`config.mk`:
```
export PLATFORM = sky130hd
export DESIGN_NAME = pwm_timer_multi
export DESIGN_NICKNAME = d
export VERILOG_FILES = /design/src/rtl/pwm_timer_multi.sv
export SDC_FILE = /design/constraint.sdc
export NUM_CORES = 1
export LEC_CHECK = 0
export CAP_MARGIN = 10
export CORE_UTILIZATION = 50
export DETAILED_ROUTE_END_ITERATION = 12
export HOLD_SLACK_MARGIN = 0.12
export PLACE_DENSITY = 0.79
export SYNTH_ARGS = -nofsm -noshare
export SYNTH_HDL_FRONTEND = slang
export SYNTH_SLANG_ARGS = --single-unit
```
`constraint.sdc`:
```
create_clock -name clk -period 7.9 [get_ports clk]
set_clock_uncertainty 0.2 [all_clocks]
set_input_delay 1.975 -clock clk [delete_from_list [all_inputs] [get_ports clk]]
set_output_delay 1.975 -clock clk [all_outputs]
set_load 0.02 [all_outputs]
```
`src/rtl/pwm_timer_multi.sv`:
```
// Multi-channel PWM timer: one shared edge- or center-aligned time base drives N
// registered compare outputs; period, duty and mode are double-buffered until a period boundary.
//
// dir state | meaning
// UP        | center mode rising toward period_a (also the idle/edge-mode value)
// DOWN      | center mode falling toward the valley
module pwm_timer_multi #(
  parameter int W = 16,
  parameter int N = 4
) (
  input  logic             clk,
  input  logic             reset_n,
  input  logic             enable,
  input  logic             load,
  input  logic             update,
  input  logic             mode_in,
  input  logic [W-1:0]     period_in,
  input  logic [N*W-1:0]   duty_in,
  output logic [W-1:0]     cnt,
  output logic [N-1:0]     pwm_out,
  output logic             period_evt,
  output logic             upd_pending
);

  localparam logic [0:0] UP   = 1'b0;
  localparam logic [0:0] DOWN = 1'b1;

  logic [0:0]   dir;
  logic [0:0]   dir_nxt;
  logic         mode_a;
  logic [W-1:0] period_a;
  logic [W-1:0] duty_a [N];
  logic         boundary;
  logic         xfer;
  logic         do_xfer;
  logic         nxt_mode;
  logic [W-1:0] nxt_per;
  logic [W-1:0] cnt_nxt;
  logic [N-1:0] cmp;

  assign boundary = (period_a == '0) || ((cnt == '0) && (!mode_a || (dir == DOWN)));
  assign xfer     = boundary && (upd_pending || update);
  assign do_xfer  = load || (enable && xfer);

  // A boundary restarts the period using whichever mode/period is active after the edge.
  assign nxt_mode = xfer ? mode_in : mode_a;
  assign nxt_per  = xfer ? period_in : period_a;

  always_comb begin
    cnt_nxt = cnt;
    dir_nxt = dir;
    if (boundary) begin
      dir_nxt = UP;
      if (!nxt_mode)
        cnt_nxt = nxt_per;
      else if (nxt_per != '0)
        cnt_nxt = W'(1);
      else
        cnt_nxt = '0;
    end else if (!mode_a) begin
      cnt_nxt = cnt - W'(1);
    end else if (dir == UP) begin
      if (cnt >= period_a) begin
        dir_nxt = DOWN;
        cnt_nxt = period_a - W'(1);
      end else begin
        cnt_nxt = cnt + W'(1);
      end
    end else begin
      cnt_nxt = cnt - W'(1);
    end
  end

  always_comb begin
    cmp = '0;
    for (int i = 0; i < N; i++)
      cmp[i] = (cnt < duty_a[i]);
  end

  always_ff @(posedge clk or negedge reset_n) begin
    if (!reset_n) begin
      mode_a   <= 1'b0;
      period_a <= '0;
      for (int i = 0; i < N; i++)
        duty_a[i] <= '0;
    end else if (do_xfer) begin
      mode_a   <= mode_in;
      period_a <= period_in;
      for (int i = 0; i < N; i++)
        duty_a[i] <= duty_in[i*W +: W];
    end
  end

  always_ff @(posedge clk or negedge reset_n) begin
    if (!reset_n) begin
      cnt         <= '0;
      dir         <= UP;
      pwm_out     <= '0;
      period_evt  <= 1'b0;
      upd_pending <= 1'b0;
    end else begin
      if (enable)
        pwm_out <= cmp;
      if (load) begin
        cnt         <= mode_in ? '0 : period_in;
        dir         <= UP;
        period_evt  <= 1'b0;
        upd_pending <= 1'b0;
      end else if (enable) begin
        cnt         <= cnt_nxt;
        dir         <= dir_nxt;
        period_evt  <= boundary;
        upd_pending <= xfer ? 1'b0 : (upd_pending | update);
      end else begin
        period_evt  <= 1'b0;
        upd_pending <= upd_pending | update;
      end
    end
  end

endmodule

```
Yosys cells after proc, flatten, opt, wreduce, memory -nomap -nowiden
Cells that the tools add are included.
{"block": "word_totals", "out_inout_bits": 22, "register_bits": 104}
{"block": "classes", "n_bitwise": 1, "reduce_logical": 14, "order_cmp": 5, "add_sub_neg": 3, "n_mux": 22}
{"op": "two-way mux 16 bit", "count": 9}
{"op": "less-than comparator 16 bit", "count": 4}
{"op": "logical NOT 16 bit", "count": 2}
{"op": "subtractor 16 x 1 -> 16 bit (second input constant)", "count": 2}
{"op": "adder 16 x 1 -> 16 bit (second input constant)", "count": 1}
{"op": ">= comparator 16 bit", "count": 1}
{"op": "nonzero test 16 bit", "count": 1}
{"op": "two-way mux 1 bit", "count": 13}
{"op": "logical OR 1 bit", "count": 4}
{"op": "logical AND 1 bit", "count": 3}
{"op": "nonzero test 3 bit", "count": 1}
{"op": "AND reduction 2 bit", "count": 1}
{"op": "nonzero test 2 bit", "count": 1}
{"op": "logical NOT 1 bit", "count": 1}
{"op": "OR 1 bit", "count": 1}

Logic depth before layout (Yosys ltp)
{"block": "logic_depth", "ltp_word": 12, "ltp_mapped": 10, "mapped_depth_nobuf": 9}

Worst setup path before layout
Ideal clock, no wire load.
{"block": "synth_path", "path_kind": "input -> register", "from": "input update", "to": "register duty_a[27] (netlist name)", "t_required_ns": 7.575, "setup_slack_ns": 4.143, "cell_stages": 7, "setup_time_ns": 0.125, "arrival_time_ns": 3.432, "path_cell_list": "nor2_2 nor3b_1 o2bb2ai_2 a21oi_2 buf_6 buf_6 mux2_4"}
{"block": "synth_via", "elab_chain_len": 4}
{"element": "start, declared", "line": "15", "source": "input logic update,"}
{"element": "logical OR 1 bit", "line": "42", "source": "assign xfer = boundary && (upd_pending || update);"}
{"element": "logical AND 1 bit", "line": "42"}
{"element": "logical AND 1 bit", "line": "43", "source": "assign do_xfer = load || (enable && xfer);"}
{"element": "logical OR 1 bit", "line": "43"}
{"element": "end signal, assigned by index", "line": "90", "source": "duty_a[i] <= duty_in[i*W +: W];"}
{"element": "end, declared", "line": "32", "source": "logic [W-1:0] duty_a [N];"}
No other way between the ends.
A chain may end at the register's enable or synchronous reset.

Final worst setup path
{"block": "layout_path", "from": "input update", "to": "register duty_a[31] (netlist name)"}
Same word-level chain as after synthesis.

==> metrics.md <==
| Metric | Value |
|---|---|
| Row Count | `45` |
| Slew Limit Fails | `0` |
| Sequential element share of the synthesized area | `between 30% and 40%` |
| Grt ovf | `0` |
| NumNets Final | `1079` |
| Arrival time worst endpoint | `about 4.6 ns` |
| Worst Hold Endpoint | `duty_a[5]$_DFFE_PN0P_` |
| Final instance area | `0.00927 mm²` |
| Fin cells | `between 1000 and 1500` |
| Setup crit start kind | `input port` |
| CTS resizes | `0` |
| Drt drc | `0` |
| Buffer and inverter count on the worst path | `2` |
| Worst Tran Pin Value | `slightly above 0.9 ns` |
| Layout area overhead | `18.9%` |
| WL/cell | `18.9 µm` |
| Post-Synthesis Cells | `around 820` |
| Detailed placement HPWL | `around 15000 µm` |
| DRT antenna net count | `0` |
| Final setup fails | `0` |
| Final core utilization | `between 60 and 70%` |
| Critical Path RT | `7.95 ns` |
| Routability cong. | `0.972` |
| Post-synth EDFFs | `0` |
| P per Cell Area | `195 mW/mm²` |
| Most common cell after layout, fill and taps aside | `clkdlybuf4s50_1` |
| Final Cycle Share | `between 50% and 60%` |
| VDD IR max | `approximately 0.12 mV` |
| First-pass GRT wire length | `between 30000 and 40000 µm` |
| Io pins | `between 100 and 150` |
| Htree depth | `3` |
| Die Y | `127 µm` |
| R2R cell count | `9` |
| Avg Inst Size Synth | `9.47 µm²` |
| Clock slew at the register clock pins of the worst setup and hold paths | `0.08 ns` |
| Reg-to-reg endpoint | `cnt[11]$_DFFE_PN0P_` |
| Worst r2r src | `cnt[0]$_DFFE_PN0P_` |
| Slowest library cell on the worst path | `buf_4` |
| Netlist cell types | `62` |
| Clk sinks | `~100` |
| Max stage delay on crit path | `0.55 ns` |
| Share of cells above drive strength 1 | `13.0%` |
| CTS root buf | `clkbuf_16` |
| Initial Util | `51.3%` |
| Die area | `0.0161 mm²` |
| Clk Latency, worst-skew pair | `0.36 ns` |
| Hold Crit Depth | `1` |
| Largest net degree at the start of global routing | `64` |
| Placeable Area | `0.0152 mm²` |
| HP Start | `duty_a[5]$_DFFE_PN0P_` |
| Final Hold Vio Count | `0` |
| Slew margin rel. | `38.3%` |
| Commonest non-fill, non-tap cells in the layout | `clkdlybuf4s50_1, dfrtp_1, inv_1` |
| Worst path top cell family by delay | `buffers and inverters` |
| 1st-iter DRT viols | `551` |
| Achievable frequency | `approximately 0.22 GHz` |
| Total GRT Usage | `between 20 and 30%` |
| Hold Slack | `0.305 ns` |
| Syn. warnings | `0` |
| Vias in the first global route | `6518` |
| Diode count | `0` |
| Port Buffers | `~110` |
| Synth Cell Area | `0.00780 mm²` |
| Worst hold path type | `register to register` |
| Max Cap Violations | `0` |
| Vias post-DR | `6585` |
| Status | `completed` |
| Clock buffer depth | `2` |
| Dominant synthesized flop cell | `dfrtp_1` |
| CTS tree | `built` |
| TNS Setup | `0 ns` |
| TritonRoute pass-1 iters | `5` |
| Crit path max fanout | `40` |
| CTS Buf Count | `9` |
| Antenna violations before repair | `0` |
| RSZ-0062 raised after global routing | `false` |
| Via-to-Cell Ratio | `5.96` |
| Critical Path, Cell by Cell | `clkdlybuf4s50_1, nor2_2, nor3b_1, o2bb2ai_2, a21oi_4, buf_4, mux2_2` |
| Critical Path Sink Type | `register` |
| Placed Cells | `1089` |
| Post-CTS Hold Fix Bufs | `0` |
| Die width | `127 µm` |
| Post-DP Area | `approximately 0.0090 mm²` |
| Leakage | `4.15 nW` |
| Syn nets | `990` |
| Asr flop ratio synth | `100%` |
| Setup repair bufs after CTS | `0` |
| Tmin final | `4.50 ns` |
| Synthesis-stage register bit count | `104` |
| WS Path Type | `input port to register` |
| Overall routed net length | `between 20000 and 25000 µm` |
| R2r setup slk | `roughly 4.2 ns` |
## cells in the mapped netlist (all sizes together) (11+ instances only)
library cell	number	area [µm²]
nand2	52	195
inv	87	327
o21ai	59	299
mux2	77	980
a21oi	46	234
nor2b	11	68.8
nor3	13	65.1
clkbuf	24	90.1
xnor2	24	210
nand4	15	93.8
mux2i	13	130
ha	81	1010
a211oi	11	82.6
nor4	14	115
nand3	23	115
nor2	48	190
buf	16	131
dfrtp	104	2600
## cell type report
cell class / instances / area [µm²]
Clock buffer: 10 / 239
Clock inverter: 6 / 61.3
Fill cell: 1331 / 5930
Inverter: 87 / 327
Multi-Input combinational cell: 592 / 4650
Sequential cell: 104 / 2600
Tap cell: 188 / 235
Timing Repair Buffer: 118 / 1150
## through the flow
stage                     power, mW  worst slack (ns)
after floorplan                1.11              4.14
after global placement         1.33              3.10
after detailed placement       1.35              3.07
after CTS                      1.81              3.45
after global routing           1.92              3.29
final                          1.81              3.40
## flip-flops by register name, indices dropped and copies added (netlist names)
signal,count
upd_pending,1
period_evt,1
dir,1
pwm_out,4
duty_a,64
cnt,16
mode_a,1
period_a,16
## metal layers
layer / vias to the layer above / track usage, % / routed length, µm
met5: - / 0 / 0
met4: 0 / 9.38 / 566
met3: 41 / 5.31 / 1330
met2: 260 / 46.0 / 10100
met1: 3184 / 34.3 / 8860
li1: 3100 / - / -
## worst register-to-register path, stage by stage (launching register included)
cell and delay [ns]:
dfrtp_1 0.65, inv_1 0.22, ha_1 0.34, nor2_1 0.09
a21oi_1 0.07, o41a_1 0.43, o21a_1 0.31, nor2_1 0.60
o311ai_0 0.40, a21oi_1 0.27
## worst max path at each step
stage                      start                endpoint  slack [ns]  cells past startpoint
after floorplan           update  duty_a[27]$_DFFE_PN0P_        4.14                      7
after global placement    update  duty_a[25]$_DFFE_PN0P_        3.10                      7
after detailed placement  update  duty_a[31]$_DFFE_PN0P_        3.07                      7
after CTS                 update  duty_a[31]$_DFFE_PN0P_        3.45                      7
after global routing      update  duty_a[31]$_DFFE_PN0P_        3.29                      7
final                     update  duty_a[31]$_DFFE_PN0P_        3.40                      7
## power breakdown
part	switching [mW]	internal (mW)
clock	0.226	0.231
combinational	0.340	0.313
sequential	0.102	0.595
total	0.668	1.14
## cell families (layout without fill, tap and decap cells)
family,after synthesis,after routing,share of synthesized area [%]
XOR/XNOR,33,33,3.71
adder cells (fa/ha/maj),81,81,13.0
buffers and inverters,127,221,7.03
multiplexers,90,90,14.2
AND/OR/NAND/NOR,207,207,13.8
AO/OA/AOI/OAI,181,181,14.9
flip-flops,104,104,33.4
Note: power is estimated with default switching activity, not from simulation.
